===== config.mk =====
export PLATFORM = sky130hd
export DESIGN_NAME = mips_multicycle_control
export DESIGN_NICKNAME = d
export VERILOG_FILES = /design/src/rtl/mips_multicycle_control.sv
export SDC_FILE = /design/constraint.sdc
export NUM_CORES = 1
export LEC_CHECK = 0
export BUFFER_PORTS_ARGS = -buffer_cell sky130_fd_sc_hd__buf_2
export CAP_MARGIN = 0
export CORE_MARGIN = 1
export CORE_UTILIZATION = 28
export CTS_CLUSTER_DIAMETER = 80
export DETAILED_ROUTE_END_ITERATION = 6
export SLEW_MARGIN = 20
export SYNTH_ARGS = -nofsm -noshare
export SYNTH_HDL_FRONTEND = slang
export SYNTH_SLANG_ARGS = --single-unit

===== constraint.sdc =====
create_clock -name clk -period 1.2 [get_ports clk]
set_input_delay 0.12 -clock clk [delete_from_list [all_inputs] [get_ports clk]]
set_output_delay 0.12 -clock clk [all_outputs]
set_load 0.01 [all_outputs]

===== src/rtl/mips_multicycle_control.sv =====
// Multicycle MIPS main control FSM: sequences fetch, decode, execute,
// memory and writeback and drives the datapath selects and enables.
module mips_multicycle_control (
  input  logic       clk,
  input  logic       rst,
  input  logic [5:0] opcode,
  input  logic [5:0] funct,
  input  logic       zeroflag,
  output logic [2:0] alu_sel,
  output logic       alu_src_a,
  output logic [1:0] alu_src_b,
  output logic [1:0] pc_src,
  output logic       pc_en,
  output logic       iord,
  output logic       mem_read,
  output logic       mem_write,
  output logic       ir_write,
  output logic       reg_dst,
  output logic       mem_to_reg,
  output logic       reg_write,
  output logic       illegal_op,
  output logic [3:0] state
);

  localparam logic [5:0] OP_RTYPE = 6'h00;
  localparam logic [5:0] OP_LW    = 6'h23;
  localparam logic [5:0] OP_SW    = 6'h2B;
  localparam logic [5:0] OP_BEQ   = 6'h04;
  localparam logic [5:0] OP_BNE   = 6'h05;
  localparam logic [5:0] OP_ADDI  = 6'h08;
  localparam logic [5:0] OP_J     = 6'h02;

  localparam logic [2:0] ALU_AND = 3'b000;
  localparam logic [2:0] ALU_OR  = 3'b001;
  localparam logic [2:0] ALU_ADD = 3'b010;
  localparam logic [2:0] ALU_SUB = 3'b110;
  localparam logic [2:0] ALU_SLT = 3'b111;

  typedef enum logic [3:0] {
    FETCH    = 4'd0,
    DECODE   = 4'd1,
    MEM_ADDR = 4'd2,
    MEM_RD   = 4'd3,
    MEM_WB   = 4'd4,
    MEM_WR   = 4'd5,
    R_EXEC   = 4'd6,
    R_WB     = 4'd7,
    BRANCH   = 4'd8,
    JUMP     = 4'd9,
    ADDI_EX  = 4'd10,
    ADDI_WB  = 4'd11
  } state_t;

  state_t state_q, state_d;

  always_ff @(posedge clk) begin
    if (rst) state_q <= FETCH;
    else     state_q <= state_d;
  end

  always_comb begin
    state_d    = FETCH;
    alu_sel    = 3'b000;
    alu_src_a  = 1'b0;
    alu_src_b  = 2'b00;
    pc_src     = 2'b00;
    pc_en      = 1'b0;
    iord       = 1'b0;
    mem_read   = 1'b0;
    mem_write  = 1'b0;
    ir_write   = 1'b0;
    reg_dst    = 1'b0;
    mem_to_reg = 1'b0;
    reg_write  = 1'b0;
    illegal_op = 1'b0;
    state      = state_q;
    unique case (state_q)
      FETCH: begin
        mem_read  = 1'b1;
        ir_write  = 1'b1;
        alu_src_b = 2'b01;
        alu_sel   = ALU_ADD;
        pc_en     = 1'b1;
        state_d   = DECODE;
      end
      DECODE: begin
        // branch target precomputed into ALUOut
        alu_src_b = 2'b11;
        alu_sel   = ALU_ADD;
        case (opcode)
          OP_LW, OP_SW:   state_d = MEM_ADDR;
          OP_RTYPE:       state_d = R_EXEC;
          OP_BEQ, OP_BNE: state_d = BRANCH;
          OP_J:           state_d = JUMP;
          OP_ADDI:        state_d = ADDI_EX;
          default:        illegal_op = 1'b1;
        endcase
      end
      MEM_ADDR: begin
        alu_src_a = 1'b1;
        alu_src_b = 2'b10;
        alu_sel   = ALU_ADD;
        state_d   = (opcode == OP_LW) ? MEM_RD : MEM_WR;
      end
      MEM_RD: begin
        mem_read = 1'b1;
        iord     = 1'b1;
        state_d  = MEM_WB;
      end
      MEM_WB: begin
        reg_write  = 1'b1;
        mem_to_reg = 1'b1;
      end
      MEM_WR: begin
        mem_write = 1'b1;
        iord      = 1'b1;
      end
      R_EXEC: begin
        alu_src_a = 1'b1;
        state_d   = R_WB;
        case (funct)
          6'h20:   alu_sel = ALU_ADD;
          6'h22:   alu_sel = ALU_SUB;
          6'h24:   alu_sel = ALU_AND;
          6'h25:   alu_sel = ALU_OR;
          6'h2A:   alu_sel = ALU_SLT;
          default: begin
            alu_sel    = ALU_ADD;
            illegal_op = 1'b1;
            state_d    = FETCH;
          end
        endcase
      end
      R_WB: begin
        reg_write = 1'b1;
        reg_dst   = 1'b1;
      end
      BRANCH: begin
        // IR is not rewritten here, so opcode still names the branch
        alu_src_a = 1'b1;
        alu_sel   = ALU_SUB;
        pc_src    = 2'b01;
        pc_en     = (opcode == OP_BNE) ? ~zeroflag : zeroflag;
      end
      JUMP: begin
        pc_src = 2'b10;
        pc_en  = 1'b1;
      end
      ADDI_EX: begin
        alu_src_a = 1'b1;
        alu_src_b = 2'b10;
        alu_sel   = ALU_ADD;
        state_d   = ADDI_WB;
      end
      ADDI_WB: begin
        reg_write = 1'b1;
      end
      default: state_d = FETCH;
    endcase
    if (rst) begin
      state_d    = FETCH;
      alu_sel    = 3'b000;
      alu_src_a  = 1'b0;
      alu_src_b  = 2'b00;
      pc_src     = 2'b00;
      pc_en      = 1'b0;
      iord       = 1'b0;
      mem_read   = 1'b0;
      mem_write  = 1'b0;
      ir_write   = 1'b0;
      reg_dst    = 1'b0;
      mem_to_reg = 1'b0;
      reg_write  = 1'b0;
      illegal_op = 1'b0;
      state      = 4'd0;
    end
  end

endmodule


==> run metrics <==
status finished, violations left; failing checks setup timing; Slew Limit Fails 0; CTS tree built; post-route cell area 1330 um2; Inst Count DP 181; Tightest Pin Transition 0.277 ns; Placed Instance Area 1050 um2; Synth Area in Compound Gates 28.6%; CTS hold repair buffers 0; maxcap violations 0; P&R area growth vs syn 109%; syn nets 110; final net count 179; H-tree depth 1; mean area per synthesized cell 6.68 um2; Die Y 49.6 um; setup ws final -0.371 ns; post-synth cell types 43; RSZ-0062 raised after global routing true; clk sinks 4; chip width 49.6 um; sequential area share after synthesis 12.6%; slew margin rel. 81.4%; global placement routability congestion 0.803; Setup crit end kind output pin; antenna viol nets, final 0; die area 2460 um2; final cell count without fillers 189; Max Fanout on Critical Path 5; Biggest register state_q; I/O Buffers 35; Clock Tree Root clkbuf_4; Global Route Usage Sum 19.4%; Synth Area in XOR/XNOR 4.14%; Critical Path RT 1.08 ns; ant diodes 0; ys flop type dfxtp_1; Pleak 0.605 nW; initial DRC count 22; via count 985; clk_lat worst skew 0.24 ns; vias in the first global route 887; grt ovf 0; Detailed Route WL 2570 um; CTS Buffer Depth 2; DP HPWL 1780 um; Setup Skew 0.00742 ns; Post-synth EDFFs 0; num ports 36; WL/cell 13.6 um; commonest non-fill, non-tap cell in the layout buf_2; DR vias/cell 5.21; commonest non-fill, non-tap cells in the layout buf_2, buf_4, buf_6, nor2_1, nor3_2; Largest register FFs 4; layout cells sized above 1 66.7%; clk slew on worst S/H paths 0.04 ns; DRC 0; maximum operating frequency 637 MHz; crit start category flop; drt pass-1 iters 4; synthesized-area fraction occupied by adder cells 0%; Fin. Hold Viols 0; period utilisation layout 131%; asr flop ratio synth 0%; first-pass GRT wire length 3710 um; FF+latch count, synth 4; main combinational cell family by area after synthesis simple AND/OR/NAND/NOR gates; PwrDens 443 nW/um2; pin count of the biggest net entering global routing 9; simple-gate share of the synthesized area 46.5%; mux share of post-synthesis cell area 0%; kind of critical path reg -> out; biggest regs state_q (4); CTS Buf Count 3; mapped cell area 634 um2; Core ar. 2040 um2; VDD IR max 0.264 mV; Ys Warns 0; HP Class in -> reg; Post-Syn Instances 95; Min Clock Period, post-route 1.57 ns; num rows 16; initial core utilization 31.1%; initial antenna violation count 0; final setup fails 22; Worst EP arrival 1.45 ns
cell usage after synthesis (2+ instances only):
master | instances | area share [%]
dfxtp_1 | 4 | 13
nor2_1 | 15 | 8.9
nand2b_1 | 3 | 3.0
nor3_1 | 9 | 7.1
o21ai_0 | 3 | 2.4
a21o_1 | 2 | 2.4
o32ai_1 | 2 | 2.8
clkbuf_1 | 2 | 1.2
inv_1 | 3 | 1.8
o21a_1 | 2 | 2.4
nand2_1 | 5 | 3.0
nor4_1 | 2 | 2.0
and4_1 | 2 | 2.8
nor2b_1 | 5 | 4.9
nand3_1 | 3 | 2.4
o22ai_1 | 2 | 2.0
and3_1 | 3 | 3.0
xor2_1 | 2 | 2.8
buf_2 | 2 | 1.6
path summary, 6_finish.rpt:
check,slack [ns],cells past startpoint,startpoint,to
hold / removal,0.21,2,rst,state_q[2]
hold reg to reg,0.60,2,state_q[3],state_q[1]
setup / recovery,-0.37,5,state_q[2],illegal_op
setup reg to reg,-0.25,5,state_q[2],state_q[1]
cell type report:
type,instances,area [um2]
clock buffers,3,22.5
fillers,171,717
inverters,4,15.0
multi-input cells,81,671
flip-flops and latches,4,92.6
well taps,27,33.8
repair buffers,70,490
per-stage QoR:
stage / utilization [%] / power (mW) / hold WS, ns / setup slack (ns) / TNS, ns
5_1_grt: 64.9 / 0.622 / 0.221 / -0.434 / -5.75
6_report: 64.9 / 0.587 / 0.212 / -0.371 / -4.36
3_5_place_dp: 51.2 / 0.372 / 0.417 / -0.137 / -0.643
3_3_place_gp: 51.2 / 0.366 / 0.407 / -0.110 / -0.478
2_1_floorplan: - / 0.246 / 0.263 / -0.0633 / -0.0701
4_1_cts: 58.5 / 0.567 / 0.161 / -0.361 / -4.09
worst max-delay path, stage by stage, from the launching register on:
cell      delay [ns]
dfxtp_2         0.34
or3_4           0.38
a211oi_2        0.15
nand2_1         0.09
o21ai_2         0.12
buf_2           0.14
report_power, final:
part           leakage, nW  internal [mW]  switching, mW
combinational        0.556          0.134          0.142
clock               0.0138          0.112         0.0582
sequential          0.0352          0.133        0.00744
kinds of logic (layout without fill, tap and decap cells):
logic type / Yosys count / after routing
compound gates: 23 / 23
flops: 4 / 4
xor+xnor: 3 / 3
simple gates: 55 / 55
buf+inv: 10 / 77
routing by layer:
layer  GRT usage [%]  routed length, um  vias to the layer above
met1            21.8               1060                      450
met5               0                  0                        -
li1                -                  -                      493
met2            36.9               1360                       40
met4            7.14                 14                        0
met3            1.85                130                        2
repair_timing:
item	in CTS	in global routing
buffers inserted	4	1
setup endpoints to repair	21	24
pin swaps	6	6
resized for setup	25	24
(Power assumes the default switching activity.)
